[config.mk]
export PLATFORM = sky130hd
export DESIGN_NAME = sync_fifo_wm
export DESIGN_NICKNAME = d
export VERILOG_FILES = /design/src/rtl/sync_fifo_wm.sv
export SDC_FILE = /design/constraint.sdc
export NUM_CORES = 1
export LEC_CHECK = 0
export BUFFER_PORTS_ARGS = -buffer_cell sky130_fd_sc_hd__buf_2
export CAP_MARGIN = 30
export CORE_AREA = 4 4 158 160
export DETAILED_ROUTE_END_ITERATION = 10
export DIE_AREA = 0 0 162 164
export GPL_TIMING_DRIVEN = 0
export SYNTH_ARGS = -nofsm -noshare
export SYNTH_HDL_FRONTEND = slang
export SYNTH_SLANG_ARGS = --single-unit
[constraint.sdc]
create_clock -name CLK -period 2.8 [get_ports CLK]
set_input_delay 0.14 -clock CLK [delete_from_list [all_inputs] [get_ports CLK]]
set_output_delay 0.14 -clock CLK [all_outputs]
set_load 0.005 [all_outputs]
[src/rtl/sync_fifo_wm.sv]
// Single-clock FIFO with watermarks, occupancy count, sticky error flags
// and a build-time choice of registered or fall-through read port.
module sync_fifo_wm #(
    parameter int DATA_WIDTH      = 8,
    parameter int FIFO_DEPTH      = 16,
    parameter int ADDRESS_BITS    = 4,
    parameter int ALMOST_FULL_TH  = 14,
    parameter int ALMOST_EMPTY_TH = 2,
    parameter bit FWFT            = 1'b0
) (
    input  logic                    CLK,
    input  logic                    RST,
    input  logic                    WINC,
    input  logic [DATA_WIDTH-1:0]   W_DATA,
    input  logic                    RINC,
    input  logic                    CLR_ERR,
    output logic [DATA_WIDTH-1:0]   R_DATA,
    output logic                    R_VALID,
    output logic                    W_FULL,
    output logic                    R_EMPTY,
    output logic                    ALMOST_FULL,
    output logic                    ALMOST_EMPTY,
    output logic [ADDRESS_BITS:0]   COUNT,
    output logic                    OVERFLOW,
    output logic                    UNDERFLOW
);

    localparam int PW = ADDRESS_BITS + 1;
    localparam logic [PW-1:0] AF_C = PW'(ALMOST_FULL_TH);
    localparam logic [PW-1:0] AE_C = PW'(ALMOST_EMPTY_TH);
    localparam logic [PW-1:0] ONE  = PW'(1);

    logic [DATA_WIDTH-1:0]   mem [FIFO_DEPTH];
    logic [PW-1:0]           wptr;
    logic [PW-1:0]           rptr;
    logic [ADDRESS_BITS-1:0] waddr;
    logic [ADDRESS_BITS-1:0] raddr;
    logic                    wr_acc;
    logic                    rd_acc;

    // Status comes only from registered pointers, never from WINC/RINC.
    always_comb begin
        waddr        = wptr[ADDRESS_BITS-1:0];
        raddr        = rptr[ADDRESS_BITS-1:0];
        COUNT        = wptr - rptr;
        R_EMPTY      = (wptr == rptr);
        W_FULL       = (wptr[ADDRESS_BITS] != rptr[ADDRESS_BITS])
                       && (waddr == raddr);
        ALMOST_FULL  = (COUNT >= AF_C);
        ALMOST_EMPTY = (COUNT <= AE_C);
        wr_acc       = WINC && !W_FULL;
        rd_acc       = RINC && !R_EMPTY;
    end

    always_ff @(posedge CLK) begin
        if (wr_acc) begin
            mem[waddr] <= W_DATA;
        end
    end

    always_ff @(posedge CLK) begin
        if (RST) begin
            wptr <= '0;
            rptr <= '0;
        end else begin
            if (wr_acc) begin
                wptr <= wptr + ONE;
            end
            if (rd_acc) begin
                rptr <= rptr + ONE;
            end
        end
    end

    // A new error event in the same cycle as CLR_ERR keeps the flag set.
    always_ff @(posedge CLK) begin
        if (RST) begin
            OVERFLOW  <= 1'b0;
            UNDERFLOW <= 1'b0;
        end else begin
            if (WINC && W_FULL) begin
                OVERFLOW <= 1'b1;
            end else if (CLR_ERR) begin
                OVERFLOW <= 1'b0;
            end
            if (RINC && R_EMPTY) begin
                UNDERFLOW <= 1'b1;
            end else if (CLR_ERR) begin
                UNDERFLOW <= 1'b0;
            end
        end
    end

    if (FWFT) begin : g_fwft
        // Empty forces zero so stale memory never leaks onto R_DATA.
        always_comb begin
            R_VALID = !R_EMPTY;
            R_DATA  = R_EMPTY ? '0 : mem[raddr];
        end
    end else begin : g_reg
        always_ff @(posedge CLK) begin
            if (RST) begin
                R_DATA  <= '0;
                R_VALID <= 1'b0;
            end else begin
                R_VALID <= rd_acc;
                if (rd_acc) begin
                    R_DATA <= mem[raddr];
                end
            end
        end
    end

endmodule

==> reports/results.tsv <==
metric	value	unit
status	completed	
layout overhead on the synthesized area	21.5	%
minimum hold slack	0.0419	ns
CTS max path bufs	2	
worst hold path class	primary input to flip-flop	
Max FO, Critical Path	19	
largest net degree at the start of global routing	20	
# H-tree levels	4	
Die W	162	µm
Register Area	4270	µm²
Rows	56	
Mapped Cells	385	
Final Skew	0.00726	ns
Total Power	5.36	mW
Synth async-reset ratio	0	
WS Path Type	flip-flop to output pin	
drt wl/cell	17.6	µm
largest family of logic cells by synthesized area	multiplexers	
post-synthesis xor/xnor area fraction	0.0155	
Die Span Y	164	µm
Clock Pin Slew Worst Setup and Hold Paths	0.06	ns
maxcap violations	0	
First-pass DRT Iterations	5	
Main synth FF type	edfxtp_1	
CP startpoint kind	flip-flop	
maximum clock rate	385	MHz
via count	3468	
final hold violation count	0	
Initial Utilization	0.258	
first-pass GRT wire length	21200	µm
worst endpoint data arrival time	2.46	ns
footprint of the multi-input gates	1780	µm²
GRT Util Overall	0.107	
# setup viols final	0	
Adder-Cell Fraction of Synth Area	0.0219	
Critical Path End Type	output pin	
number of antenna violations at the first check in global routing	0	
PortBufs	32	
Final GP Congestion	0.847	
Ant. Diodes	0	
final instance area	7340	µm²
Worst slew margin	0.538	
worst-case vdd ir drop	0.000436	V
dpl hpwl	9380	µm
final slew viol count	0	
GR Overflow Total	0	
DRT iter0 DRCs	243	
Post-Syn Area per Cell	15.7	µm²
Die ar.	26600	µm²
Final Cycle Share	0.927	
routed vias/inst	4.49	
final core utilization	0.314	
setup TNS	0	ns
actual slew at the worst max-slew pin	0.692	ns
number of synthesized flops with an enable pin	128	
flops & latches, synth	149	
Total Wirelength	13600	µm
fin nets	463	
Compound-Gate Fraction of Synth Area	0.0683	
syn nets	408	
Power per Cell Area	730	nW/µm²
CTS root buf	clkbuf_16	
post-synth cell types	40	
Syn Std Cell Area	6050	µm²
detailed-route DRC error count	0	
CTS tree	yes	
Fillers	2340	
Post-DP Area	6640	µm²
IO Count	33	
CTS Sinks	149	
Core ar.	23400	µm²
remaining antenna violation count	0	
Num CTS Buffers	17	
CP Data Required Time	2.66	ns
post-synthesis simple-gate area fraction	0.0563	
minimum clock period	2.60	ns
latest clock arrival within the worst-skew pair	0.42	ns
sequential fraction of the synthesis area	0.705	
multiplexer share of the synthesized area	0.111	
Synth warnings	0	
share of cells above drive strength 1	0.256	
vias in the first global route	3638	
RSZ-0062 raised after global routing	false	
P_leak	2.33	nW
## where the power goes
part | internal [mW] | switching (mW)
Clock | 1.23 | 0.901
Sequential | 2.47 | 0.0414
Combinational | 0.293 | 0.427
Total | 4.00 | 1.37
## cell usage after synthesis, types with 2 or more instances
master | instances | share of area
nand2b_1 | 2 | 0.0021
nor2b_1 | 4 | 0.0041
ha_1 | 9 | 0.019
o22ai_1 | 16 | 0.017
nand3b_1 | 2 | 0.0025
nor3_1 | 12 | 0.0099
o21ai_0 | 10 | 0.0083
dfxtp_1 | 21 | 0.070
or3_1 | 3 | 0.0031
inv_1 | 8 | 0.0050
a21oi_1 | 6 | 0.0050
o21ai_1 | 3 | 0.0025
nand3_1 | 2 | 0.0017
xnor2_1 | 4 | 0.0058
a221oi_1 | 8 | 0.012
o21a_1 | 3 | 0.0037
a21o_1 | 2 | 0.0025
o211ai_2 | 2 | 0.0041
edfxtp_1 | 128 | 0.64
xor2_1 | 3 | 0.0043
mux2i_1 | 49 | 0.081
buf_4 | 4 | 0.0050
nand2_1 | 7 | 0.0043
buf_1 | 2 | 0.0012
nor2_1 | 33 | 0.020
a211oi_1 | 9 | 0.011
buf_2 | 9 | 0.0074
mux4_2 | 8 | 0.030
clkbuf_1 | 5 | 0.0031
## logic make-up after synthesis
| family | count (synthesis) |
|---|---|
| flip-flops | 149 |
| XOR/XNOR | 9 |
| adder cells (fa/ha/maj) | 10 |
| multiplexers | 57 |
| buffers and inverters | 28 |
| AND/OR/NAND/NOR | 71 |
| AO/OA/AOI/OAI | 61 |
## stage by stage
| step | worst slack, ns | instances |
|---|---|---|
| finish | 0.205 | 772 |
| global route | 0.00432 | 772 |
| floorplan | 0.0801 | 385 |
| global placement | -0.887 | 736 |
| detailed placement | -0.650 | 740 |
| CTS | -0.0615 | 771 |
## flip-flops by register name, summed over array words and instances (netlist names)
register,flops
OVERFLOW,1
R_DATA,8
rptr,5
R_VALID,1
wptr,5
UNDERFLOW,1
mem,128
## cells in the final DEF (no fill, tap or decap), drive strengths merged, types with 3 or more instances in the layout
cell    synthesis  routed
a221oi          8       8
o21ai          13      13
mux4            8       8
or3             3       3
buf            15      52
xor2            4       4
dfxtp          21      21
nor2b           4       4
nand2           7       7
o211ai          3       3
xnor2           5       5
o21a            3       3
inv             8      12
mux2i          49      49
clkinv          0       8
clkbuf          5      22
nor3           12      12
nor2           33      33
ha              9       9
edfxtp        128     128
o22ai          16      16
a21oi           6       6
a211oi          9       9
## worst max-delay path: stages (launching register included)
cell      delay, ns
dfxtp_2        0.41
buf_12         0.21
inv_1          0.09
ha_1           0.31
nor2b_1        0.14
o21a_1         0.17
or3_1          0.35
a211oi_1       0.22
buf_2          0.15
## layout make-up
| class | count | area share |
|---|---|---|
| Buffer | 18 | 0.0145 |
| Clock inverter | 14 | 0.0172 |
| Sequential cell | 149 | 0.581 |
| Timing Repair Buffer | 38 | 0.0279 |
| Multi-Input combinational cell | 208 | 0.243 |
| Tap cell | 319 | 0.0543 |
| Clock buffer | 18 | 0.0584 |
| Inverter | 8 | 0.00409 |
## repair_timing
action | 4_1_cts | 5_1_grt
pin swaps | 1 | 1
endpoints found under the setup margin | 141 | 110
hold buffers | 0 | 0
buffers inserted | 1 | 1
gates resized for setup | 31 | 10
gates cloned | 0 | 0
## final timing paths
| kind | start | end | slack (ns) | cells past startpoint |
|---|---|---|---|---|
| worst max register to register | rptr[2] | mem[2][3] | 0.24 | 9 |
| worst min register to register | R_DATA[4] | R_DATA[4] | 0.51 | 2 |
| worst min-delay path | WINC | OVERFLOW | 0.04 | 3 |
| worst max-delay path | rptr[1] | ALMOST_EMPTY | 0.20 | 8 |
## per-layer routing
| layer | vias to the layer above | wire length, µm | GRT usage |
|---|---|---|---|
| li1 | 1606 | - | - |
| met1 | 1771 | 5570 | 0.125 |
| met2 | 75 | 7300 | 0.191 |
| met3 | 16 | 469 | 0.0258 |
| met4 | 0 | 228 | 0.0438 |
| met5 | - | 0 | 0 |
Note: power is estimated with default switching activity, not from simulation.
